===== src/rtl/joystick_reader.sv =====
// Polls two serial game pads over a shared latch/clock pair and pushes the
// combined 16-bit button word into a FIFO whenever it changes.
module joystick_reader #(
  parameter int POLL_DIV = 100000,
  parameter int HALF_BIT = 300
) (
  input  logic        sysclk,
  input  logic        reset,
  input  logic        enable,
  input  logic        joy1_data,
  input  logic        joy2_data,
  output logic        joy_latch,
  output logic        joy_clk,
  input  logic        fifo_full,
  output logic        fifo_wrreq,
  output logic [15:0] fifo_data,
  output logic        overflow,
  output logic        busy
);

  localparam int PW = (POLL_DIV > 1) ? $clog2(POLL_DIV) : 1;
  localparam int TW = $clog2(2 * HALF_BIT);

  localparam logic [PW-1:0] POLL_LAST  = PW'(POLL_DIV - 1);
  localparam logic [TW-1:0] HALF_LAST  = TW'(HALF_BIT - 1);
  localparam logic [TW-1:0] LATCH_LAST = TW'(2 * HALF_BIT - 1);

  localparam logic [2:0] ST_IDLE   = 3'd0;
  localparam logic [2:0] ST_LATCH  = 3'd1;
  localparam logic [2:0] ST_CLK_LO = 3'd2;
  localparam logic [2:0] ST_CLK_HI = 3'd3;
  localparam logic [2:0] ST_PUSH   = 3'd4;

  logic          r_j1_meta, r_j1_sync;
  logic          r_j2_meta, r_j2_sync;
  logic [PW-1:0] r_poll_cnt;
  logic [2:0]    r_state;
  logic [TW-1:0] r_timer;
  logic [2:0]    r_bit_idx;
  logic [7:0]    r_pad1, r_pad2;
  logic [15:0]   r_last_word;
  logic          r_last_valid;

  logic          w_tick;
  logic [15:0]   w_word;
  logic          w_changed;

  // Pad lines idle high, so the synchronizers reset to the "released" level.
  // NOTE: sequential state uses non-blocking assignments so every flop samples
  // the pre-edge value of its neighbours, independent of statement order.
  always_ff @(posedge sysclk or negedge reset) begin
    if (!reset) begin
      r_j1_meta <= 1'b1;
      r_j1_sync <= 1'b1;
      r_j2_meta <= 1'b1;
      r_j2_sync <= 1'b1;
    end else begin
      r_j1_meta <= joy1_data;
      r_j1_sync <= r_j1_meta;
      r_j2_meta <= joy2_data;
      r_j2_sync <= r_j2_meta;
    end
  end

  always_ff @(posedge sysclk or negedge reset) begin
    if (!reset) begin
      r_poll_cnt <= '0;
    end else if (r_poll_cnt == POLL_LAST) begin
      r_poll_cnt <= '0;
    end else begin
      r_poll_cnt <= r_poll_cnt + 1'b1;
    end
  end

  assign w_tick    = (r_poll_cnt == POLL_LAST);
  assign w_word    = {r_pad2, r_pad1};
  assign w_changed = !r_last_valid || (w_word != r_last_word);

  always_ff @(posedge sysclk or negedge reset) begin
    if (!reset) begin
      r_state      <= ST_IDLE;
      r_timer      <= '0;
      r_bit_idx    <= '0;
      r_pad1       <= '0;
      r_pad2       <= '0;
      r_last_word  <= '0;
      r_last_valid <= 1'b0;
      joy_latch    <= 1'b0;
      joy_clk      <= 1'b1;
      fifo_wrreq   <= 1'b0;
      fifo_data    <= '0;
      overflow     <= 1'b0;
      busy         <= 1'b0;
    end else begin
      fifo_wrreq <= 1'b0;
      case (r_state)
        ST_IDLE: begin
          if (w_tick && enable) begin
            r_state   <= ST_LATCH;
            r_timer   <= '0;
            r_bit_idx <= '0;
            joy_latch <= 1'b1;
            busy      <= 1'b1;
          end
        end
        ST_LATCH: begin
          if (r_timer == LATCH_LAST) begin
            r_state   <= ST_CLK_LO;
            r_timer   <= '0;
            joy_latch <= 1'b0;
            joy_clk   <= 1'b0;
          end else begin
            r_timer <= r_timer + 1'b1;
          end
        end
        ST_CLK_LO: begin
          // Sample as late as possible in the low phase so the pad output has settled.
          if (r_timer == HALF_LAST) begin
            r_pad1[r_bit_idx] <= ~r_j1_sync;
            r_pad2[r_bit_idx] <= ~r_j2_sync;
            r_state           <= ST_CLK_HI;
            r_timer           <= '0;
            joy_clk           <= 1'b1;
          end else begin
            r_timer <= r_timer + 1'b1;
          end
        end
        ST_CLK_HI: begin
          if (r_timer == HALF_LAST) begin
            r_timer <= '0;
            if (r_bit_idx == 3'd7) begin
              r_state <= ST_PUSH;
            end else begin
              r_bit_idx <= r_bit_idx + 1'b1;
              r_state   <= ST_CLK_LO;
              joy_clk   <= 1'b0;
            end
          end else begin
            r_timer <= r_timer + 1'b1;
          end
        end
        ST_PUSH: begin
          r_state <= ST_IDLE;
          busy    <= 1'b0;
          // A dropped word leaves last_word stale so the next scan retries it.
          if (w_changed) begin
            if (!fifo_full) begin
              fifo_wrreq   <= 1'b1;
              fifo_data    <= w_word;
              r_last_word  <= w_word;
              r_last_valid <= 1'b1;
            end else begin
              overflow <= 1'b1;
            end
          end
        end
        default: begin
          r_state   <= ST_IDLE;
          joy_latch <= 1'b0;
          joy_clk   <= 1'b1;
          busy      <= 1'b0;
        end
      endcase
    end
  end

endmodule


===== config.mk =====
export PLATFORM = sky130hd
export DESIGN_NAME = joystick_reader
export DESIGN_NICKNAME = d
export VERILOG_FILES = /design/src/rtl/joystick_reader.sv
export SDC_FILE = /design/constraint.sdc
export NUM_CORES = 1
export LEC_CHECK = 0
export CAP_MARGIN = 30
export CORE_MARGIN = 10
export CORE_UTILIZATION = 40
export DETAILED_ROUTE_END_ITERATION = 8
export PLACE_DENSITY_LB_ADDON = 0.12
export SYNTH_ARGS = -nofsm -noshare
export SYNTH_HDL_FRONTEND = slang
export SYNTH_SLANG_ARGS = --single-unit

===== constraint.sdc =====
create_clock -name sysclk -period 1.9 [get_ports sysclk]
set_input_delay 0.38 -clock sysclk [delete_from_list [all_inputs] [get_ports sysclk]]
set_output_delay 0.38 -clock sysclk [all_outputs]
set_load 0.005 [all_outputs]

Word level (Yosys, flattened, before mapping)
Index checks and enable logic that the tools add are counted.

storage, ports and cells
  output and inout bits = 21
  register bits after elaboration = 75
  logic and storage cells = 92

cells by class
  muxes and demuxes = 30
  order comparisons = 2
  reductions and logical operators = 20
  bitwise gates (word level) = 6
  equal/unequal tests = 14
  $add $sub $neg = 3

operators by type and width
  cell                                                  number
  two-way mux 10 bit                                    3
  one-hot mux 10 bit (3 select lines)                   1
  two-way mux 3 bit                                     8
  adder 17 x 1 -> 17 bit, second input constant         1
  equality test 17 bit, second input constant           1
  two-way mux 17 bit                                    1
  bitwise mux 8 bit                                     2
  inequality test 16 bit                                1
  one-hot mux 3 bit (4 select lines)                    1
  adder 10 x 1 -> 10 bit, second input constant         1
  equality test 10 bit, second input constant           1
  equality test 10 x 9 -> 1 bit, second input constant  1
  inequality test 2 bit, second input constant          5
  two-way mux 1 bit                                     9
  AND reduction 3 bit                                   3
  AND reduction 4 bit                                   2
  equality test 3 x 2 -> 1 bit, second input constant   2
  equality test 3 bit, second input constant            2
  inverter 1 bit                                        6
  one-hot mux 3 bit (2 select lines)                    1
  AND reduction 2 bit                                   3
  OR reduction 3 bit                                    2
  AND reduction 5 bit                                   1
  < comparator 3 x 4 -> 1 bit, second input constant    1
  other kinds (14)                                      16

Depth between registers and ports, before layout
Gate-level depths: netlist of the first run.

  depth after elaboration = 5
  mapped depth = 7
  gate-level depth less buffers = 6

Worst setup path after synthesis of the first run
OpenSTA, ideal clock, no wires.

  kind = reg2reg
  from = register r_state[1]
  to = register r_last_word[12]
  setup time = 0.125 ns
  buffers on the path = 2
  cell stages (with the launch flop) = 6
  clock period less this slack = 1.977 ns
  path slack = -0.077 ns
  arrival time = 1.852 ns
  path through = dfrtp_1 -> clkbuf_1 -> nor4_1 -> a21boi_2 -> buf_6 -> mux2_2

between the ends
  longest elaborated chain between the ends = 2

ends and longest elaborated chain
  item                                  line  text
  start: declaration                    37    logic [2:0] r_state;
  start signal: assignment              81    r_state <= ST_IDLE;
  start signal: assignment              99    r_state <= ST_LATCH;
  start signal: assignment              108   r_state <= ST_CLK_LO;
  equality test 3 bit                   96    case (r_state)
  AND reduction 3 bit (no source line)  -
  end signal: assignment                150   r_last_word <= w_word;
  end: declaration                      41    logic [15:0] r_last_word;

Every way passes these cells.
A chain may end at the register's enable or synchronous reset.

Worst setup path after layout of the first run
  from = register r_poll_cnt[14]
  to = register r_bit_idx[0]

between the ends
  longest elaborated chain between the ends = 4

ends and longest elaborated chain
  item                                    line  text
  start: declaration                      36    logic [PW-1:0] r_poll_cnt;
  start signal: assignment                71    r_poll_cnt <= r_poll_cnt + 1'b1;
  equality test 17 bit                    75    assign w_tick = (r_poll_cnt == POLL_LAST);
  logical AND 1 bit                       98    if (w_tick && enable) begin
  inequality test 2 bit (no source line)  -
  AND reduction 4 bit (no source line)    -
  end signal: assignment                  134   r_bit_idx <= r_bit_idx + 1'b1;
  end: declaration                        39    logic [2:0] r_bit_idx;

Every way passes these cells.

==> metrics.md, run 1 <==
| Metric | Value |
|---|---|
| CTS tree | `done` |
| Crit-path max FO | `3` |
| Via-per-instance ratio | `slightly below 5` |
| Final Setup Violations | `1` |
| Worst-Margin Slew | `approximately 0.3 ns` |
| Global-route wire length before repair | `roughly 13 mm` |
| Die width | `~110 um` |
| Largest buffer count on any clock path | `2` |
| DRT iter0 DRCs | `99` |
| Worst path slowest cell | `or4_4` |
| Fin. max-slew vios | `0` |
| Detailed Routing Iterations Pass 1 | `4` |
| Core area | `8760 sq um` |
| Critical path origin | `r_poll_cnt[14]$_DFF_PN0_` |
| Die height | `115 um` |
| Critical Path RT | `~2.1 ns` |
| Crit path kind | `register to register` |
| DR vias | `2536` |
| Port bufs | `26` |
| Overall routing resource usage | `0.121` |
| Logic pwr share | `0.018` |
| Routability-driven placement congestion ratio | `0.763` |
| Clock-pin slew on the worst setup and hold paths | `0.09 ns` |
| Syn Inst Count | `315` |
| DR WL/cell | `approximately 15 um` |
| Worst Hold Launch | `r_j1_meta$_DFF_PN1_` |
| Worst min-delay path class | `register to register` |
| Power per Cell Area | `between 600 and 700 nW/um^2` |
| Fill cells | `approximately 800` |
| Clock skew | `between 0.01 and 0.015 ns` |
| RSZ-0062 raised after global routing | `yes` |
| Core Rows | `34` |
| Num CTS Buffers | `9` |
| Post-synthesis area per instance | `11.5 sq um` |
| Clock latency on the worst-skew pair | `0.35 ns` |
| Worst path max stage delay | `0.56 ns` |
| Proportion of layout cells with a drive suffix above 1 | `0.289` |
| Root buffer selected by CTS | `clkbuf_8` |
| Util after Layout | `0.530` |
| Reg area | `1880 sq um` |
| Final min period | `1.90 ns` |
| Slew HR | `0.797` |
| Post-route ant nets | `0` |
| Critical Path End Type | `register` |
| Grt ovf | `0` |
| Internal | `2230 uW` |
| # IOs | `27` |
| Final period util | `1.00` |
| Vias in the first global route | `between 2000 and 3000` |
| Synthesized area | `3610 sq um` |
| CP Data Arrival Time | `2.13 ns` |
| Post-route DRC | `0` |
| Reg2Reg Setup Slack | `-0.0004 ns` |
| Unique cell type count in the Yosys netlist | `53` |
| TNS Setup | `-0.000440 ns` |
| Fin cells | `510` |
| Final net count | `407` |
| Hold Fails Final Rpt | `0` |
| Clock sink count | `75` |
| Failing checks | `negative setup slack` |
| Final wirelength | `7.52 mm` |
| Synth Warn # | `0` |
| Register area share after synthesis | `0.522` |
| Htree depth | `3` |
| Net switching power | `slightly below 700 uW` |
| Cell Chain, Critical Path | `or4_4, nor4_4, nand3_1, a21o_1, mux2_2` |
| Synthesized net count | `roughly 330` |
| FF+latch count, synth | `75` |
| Area added between synthesis and finish | `28.6%` |
| Cell total after placement | `488` |
| Status | `finished with violations` |
| Post-route worst setup slack | `-0.000440 ns` |
| Max_cap viols | `0` |
| Clk pwr share | `0.430` |
| Fmax | `0.526 GHz` |
| VDD IR max | `0.268 mV` |
| Number of flops mapped to enable cells by yosys | `0` |
| Die area | `13200 sq um` |
| Leakage | `0.00203 uW` |
| Starting Density | `0.412` |
| Synth Flop Type | `dfrtp_1` |
| CP Launch Type | `register` |
| Initial antenna violation count | `0` |
| RR Startpoint | `r_poll_cnt[14]$_DFF_PN0_` |
| Area occupied by multi-input gates | `about 1600 sq um` |
| Largest net degree at the start of global routing | `roughly 40` |
| Switching Fraction | `0.234` |
| Share of power burned in registers | `0.552` |
| Async set-or-reset flop fraction in the synthesized netlist | `1.00` |
| Antenna Cells | `0` |
| Final HPWL DP | `5.33 mm` |
## power by group through the flow
stage / combinational (uW) / clock, uW / sequential (uW)
2_1_floorplan: 7.29 / 0 / 1640
4_1_cts: 56.6 / 1300 / 1610
3_5_place_dp: 54.9 / 0 / 1640
5_1_grt: 61.3 / 1380 / 1610
3_3_place_gp: 54.3 / 0 / 1640
6_report: 53.1 / 1250 / 1610
## placed cells by master, fill, tap and decap left out, types with 2 or more instances in the layout
cell	count
a21o_1	7
a21oi_1	4
a22o_1	2
and3_1	7
buf_12	3
buf_4	53
clkbuf_8	9
clkdlybuf4s50_1	25
clkinvlp_4	3
dfrtp_1	70
dfstp_2	5
ha_1	3
inv_1	25
inv_6	2
mux2_2	17
mux2i_1	16
nand2_1	15
nand3_1	16
nand4_1	7
nor2_1	14
nor2b_1	2
nor3_1	6
nor3_2	4
nor3b_1	4
nor4_1	3
nor4_2	2
nor4b_4	2
o21ai_0	4
o21ai_1	2
o21bai_1	5
o31a_1	2
or3_1	3
xnor2_1	24
xor2_1	8
## final cells by class
| type | instances | area share |
|---|---|---|
| Clock buffer | 9 | 0.0267 |
| Clock inverter | 7 | 0.0162 |
| Inverter | 25 | 0.0202 |
| Multi-Input combinational cell | 204 | 0.347 |
| Sequential cell | 75 | 0.406 |
| Tap cell | 108 | 0.0291 |
| Timing Repair Buffer | 82 | 0.155 |
## critical path: cells and delay by family, from the launching register on
family	cells	cell delay [ns]
AOI/OAI and AO/OA	1	0.23
DFF	1	0.39
muxes	1	0.26
and+or+nand+nor	3	0.91
## logic make-up after synthesis
| kind of cell | count (synthesis) | share of synthesized area |
|---|---|---|
| DFF | 75 | 0.522 |
| and+or+nand+nor | 101 | 0.179 |
| xor gates and xnor gates | 32 | 0.0777 |
| adders and majority gates | 4 | 0.0139 |
| AOI/OAI and AO/OA | 34 | 0.0690 |
| buffers and inverters | 36 | 0.0413 |
| muxes | 33 | 0.0974 |
## state kept, by name, summed over array words and instances (netlist names), 3 cells and up
name,flops
r_timer,10
r_pad1,8
r_bit_idx,3
r_pad2,8
r_last_word,16
r_state,3
r_poll_cnt,17
## final timing paths
| kind | to | cells after the start |
|---|---|---|
| hold / removal | r_j1_sync$_DFF_PN1_ | 0 |
| setup / recovery | r_bit_idx[0]$_DFFE_PN0P_ | 5 |
| max in group asynchronous | r_j1_meta$_DFF_PN1_ | 3 |
| setup reg to reg | r_bit_idx[0]$_DFFE_PN0P_ | 5 |
| min in group asynchronous | fifo_wrreq$_DFF_PN0_ | 2 |
| hold reg to reg | r_j1_sync$_DFF_PN1_ | 0 |
## metal layers
layer | vias to the layer above | global-route usage | wire [um]
li1 | 1264 | - | -
met1 | 1239 | 0.144 | 3340
met2 | 26 | 0.208 | 3830
met3 | 7 | 0.0276 | 276
met4 | 0 | 0.0421 | 80
met5 | - | 0 | 0
## cells in the mapped netlist, types with 3 or more instances
cell type / instances / area, sq um
a21o_1: 7 / 52.6
nor3_1: 7 / 35.0
dfstp_2: 5 / 131
mux2_2: 17 / 191
buf_1: 5 / 18.8
or3_1: 3 / 18.8
nor4_1: 4 / 25.0
nand2_1: 15 / 56.3
nand4_1: 7 / 43.8
mux2i_1: 16 / 160
xnor2_1: 24 / 210
nor2b_1: 3 / 18.8
nand3_1: 16 / 80.1
a21oi_1: 5 / 25.0
o21ai_0: 6 / 30.0
nor3b_1: 5 / 37.5
xor2_1: 8 / 70.1
dfrtp_1: 70 / 1750
nor3_2: 3 / 30.0
o21bai_1: 5 / 37.5
and3_1: 7 / 43.8
nor2_1: 14 / 52.6
inv_1: 25 / 93.8
ha_1: 4 / 50.1
## stage by stage
step | power [uW] | hold WS (ns) | worst slack (ns) | area (sq um)
after CTS | 2970 | 0.360 | -0.0121 | 4600
after global placement | 1700 | 0.268 | 0.0100 | 4370
after detailed placement | 1700 | 0.267 | -0.0370 | 4370
after global routing | 3050 | 0.355 | -0.0825 | 4640
after floorplan | 1640 | 0.0844 | 0.00140 | 3620
final | 2920 | 0.353 | -0.000440 | 4640
## timing repair
item,4_1_cts,5_1_grt
buffers inserted,3,3
gates resized for setup,1,7
hold buffers,1,0
pin swaps,0,7
endpoints found under the setup margin,7,29
endpoints found under the hold margin,16,0
No activity file was read; power rests on OpenSTA's default activity.
==> inputs of run 2 (changes only) <==
- SKIP_CTS_REPAIR_TIMING: default -> 1
==> metrics.md, run 2 (synthesis gave the netlist of run 1 again) <==
| Metric | Value |
|---|---|
| Antenna Cells | `0` |
| Die width | `115 um` |
| Worst path max stage delay | `~0.55 ns` |
| CP Data Arrival Time | `around 2.1 ns` |
| TNS Setup | `0 ns` |
| Global-route wire length before repair | `12.9 mm` |
| Buf+Inv Stages, Crit Path | `1` |
| Worst min-delay path class | `register to register` |
| DR WL/cell | `about 15 um` |
| Share of power burned in registers | `0.552` |
| Clk pwr share | `0.430` |
| Core area | `between 8000 and 9000 sq um` |
| Dpl ws | `-0.0370 ns` |
| Die height | `about 110 um` |
| Overall routing resource usage | `0.120` |
| Leakage | `roughly 0.002 uW` |
| Fill cells | `786` |
| Final period util | `0.999` |
| Delay-heaviest family, CP | `simple AND/OR/NAND/NOR gates` |
| Final net count | `approximately 410` |
| Clock latency on the worst-skew pair | `0.35 ns` |
| Port bufs | `26` |
| Final wirelength | `7.55 mm` |
| Crit path kind | `register to register` |
| Final HPWL DP | `between 5 and 6 mm` |
| CP Launch Type | `register` |
| Commonest cells after routing, fill and taps aside | `dfrtp_1 (69), buf_4 (54), inv_1 (25), clkdlybuf4s50_1 (25), xnor2_1 (24)` |
| Power per Cell Area | `625 nW/um^2` |
| DRT iter0 DRCs | `91` |
| Critical Path End Type | `register` |
| Largest register FFs | `17` |
| Final min period | `roughly 1.9 ns` |
| Initial antenna violation count | `0` |
| Slew HR | `0.795` |
| Die area | `13200 sq um` |
| Via-per-instance ratio | `4.95` |
| Proportion of layout cells with a drive suffix above 1 | `0.288` |
| Post-route DRC | `0` |
| Net switching power | `686 uW` |
| Largest net degree at the start of global routing | `41` |
| Final Setup Violations | `0` |
| Fin. max-slew vios | `0` |
| Hold Fails Final Rpt | `0` |
| Root buffer selected by CTS | `clkbuf_8` |
| Internal | `2230 uW` |
| # IOs | `27` |
| Clock sink count | `75` |
| Critical Path RT | `~2.1 ns` |
| Detailed Routing Iterations Pass 1 | `4` |
| Biggest regs | `r_poll_cnt (17), r_last_word (16), r_timer (10)` |
| Logic pwr share | `0.018` |
| CTS tree | `done` |
| Grt ovf | `0` |
| Most flops, register | `r_poll_cnt` |
| Area added between synthesis and finish | `29.4%` |
| Max_cap viols | `0` |
| Worst-Margin Slew | `0.306 ns` |
| Clock-pin slew on the worst setup and hold paths | `0.09 ns` |
| Crit-path max FO | `5` |
| Core Rows | `34` |
| Starting Density | `0.412` |
| Worst path slowest cell | `or4_4` |
| Fin cells | `511` |
| Routability-driven placement congestion ratio | `around 0.76` |
| RSZ-0062 raised after global routing | `yes` |
| Clock skew | `0.0128 ns` |
| VDD IR max | `0.270 mV` |
| Vias in the first global route | `2665` |
| Fmax | `0.527 GHz` |
| Most common cell after layout, fill and taps aside | `dfrtp_1` |
| Cell Chain, Critical Path | `or4_4, nor4_4, a31oi_1, buf_4, o21bai_1, a21o_1` |
| Status | `finished clean` |
| Num CTS Buffers | `9` |
| Largest buffer count on any clock path | `2` |
| Cell total after placement | `around 490` |
| Post-route worst setup slack | `~0.0028 ns` |
| DR vias | `2527` |
| Htree depth | `3` |
| Post-route ant nets | `0` |
| Switching Fraction | `0.235` |
run 2: power groups by stage:
stage | clock (uW) | combinational (uW) | sequential (uW)
6_report | 1260 | 53.2 | 1610
5_1_grt | 1380 | 61.3 | 1610
4_1_cts | 1300 | 55.0 | 1610
3_5_place_dp | 0 | 54.9 | 1640
3_3_place_gp | 0 | 54.3 | 1640
2_1_floorplan | 0 | 7.29 | 1640
run 2: layer usage:
layer / global-route usage / wire length, um / vias to the layer above
li1: - / - / 1261
met1: 0.143 / 3430 / 1236
met2: 0.208 / 3770 / 22
met3: 0.0276 / 256 / 8
met4: 0.0421 / 88 / 0
met5: 0 / 0 / -
run 2: area by class of cell:
class                   count  area (sq um)  share of cell area
clock buffers               9           124              0.0265
clock inverters             7          75.1              0.0161
inverters                  25          93.8              0.0201
multi-input cells         204          1630               0.350
flip-flops and latches     75          1880               0.403
well taps                 108           135              0.0289
repair buffers             83           726               0.155
run 2: worst paths after layout:
kind | from | to | slack (ns) | cells past startpoint
worst max-delay path | r_poll_cnt[14]$_DFF_PN0_ | r_timer[5]$_DFFE_PN0P_ | 0.003 | 6
worst min-delay path | r_j1_meta$_DFF_PN1_ | r_j1_sync$_DFF_PN1_ | 0.35 | 0
worst min register to register | r_j1_meta$_DFF_PN1_ | r_j1_sync$_DFF_PN1_ | 0.35 | 0
min in group asynchronous | reset | r_last_word[0]$_DFFE_PN0P_ | 0.44 | 2
worst max register to register | r_poll_cnt[14]$_DFF_PN0_ | r_timer[5]$_DFFE_PN0P_ | 0.003 | 6
max in group asynchronous | reset | r_j1_meta$_DFF_PN1_ | 0.87 | 3
run 2: metrics by stage:
| stage | cell area, sq um | total power (uW) | utilization | hold slack, ns |
|---|---|---|---|---|
| final | 4670 | 2920 | 0.533 | 0.353 |
| after detailed placement | 4370 | 1700 | 0.498 | 0.267 |
| after floorplan | 3620 | 1640 | - | 0.0844 |
| after global routing | 4670 | 3050 | 0.533 | 0.355 |
| after CTS | 4570 | 2960 | 0.521 | -0.117 |
| after global placement | 4370 | 1700 | 0.498 | 0.268 |
==> inputs of run 3 (changes only) <==
- CAP_MARGIN: 30 -> default
==> results of run 3 <==
Final layout, timing and power as in run 2 (identical DEF).
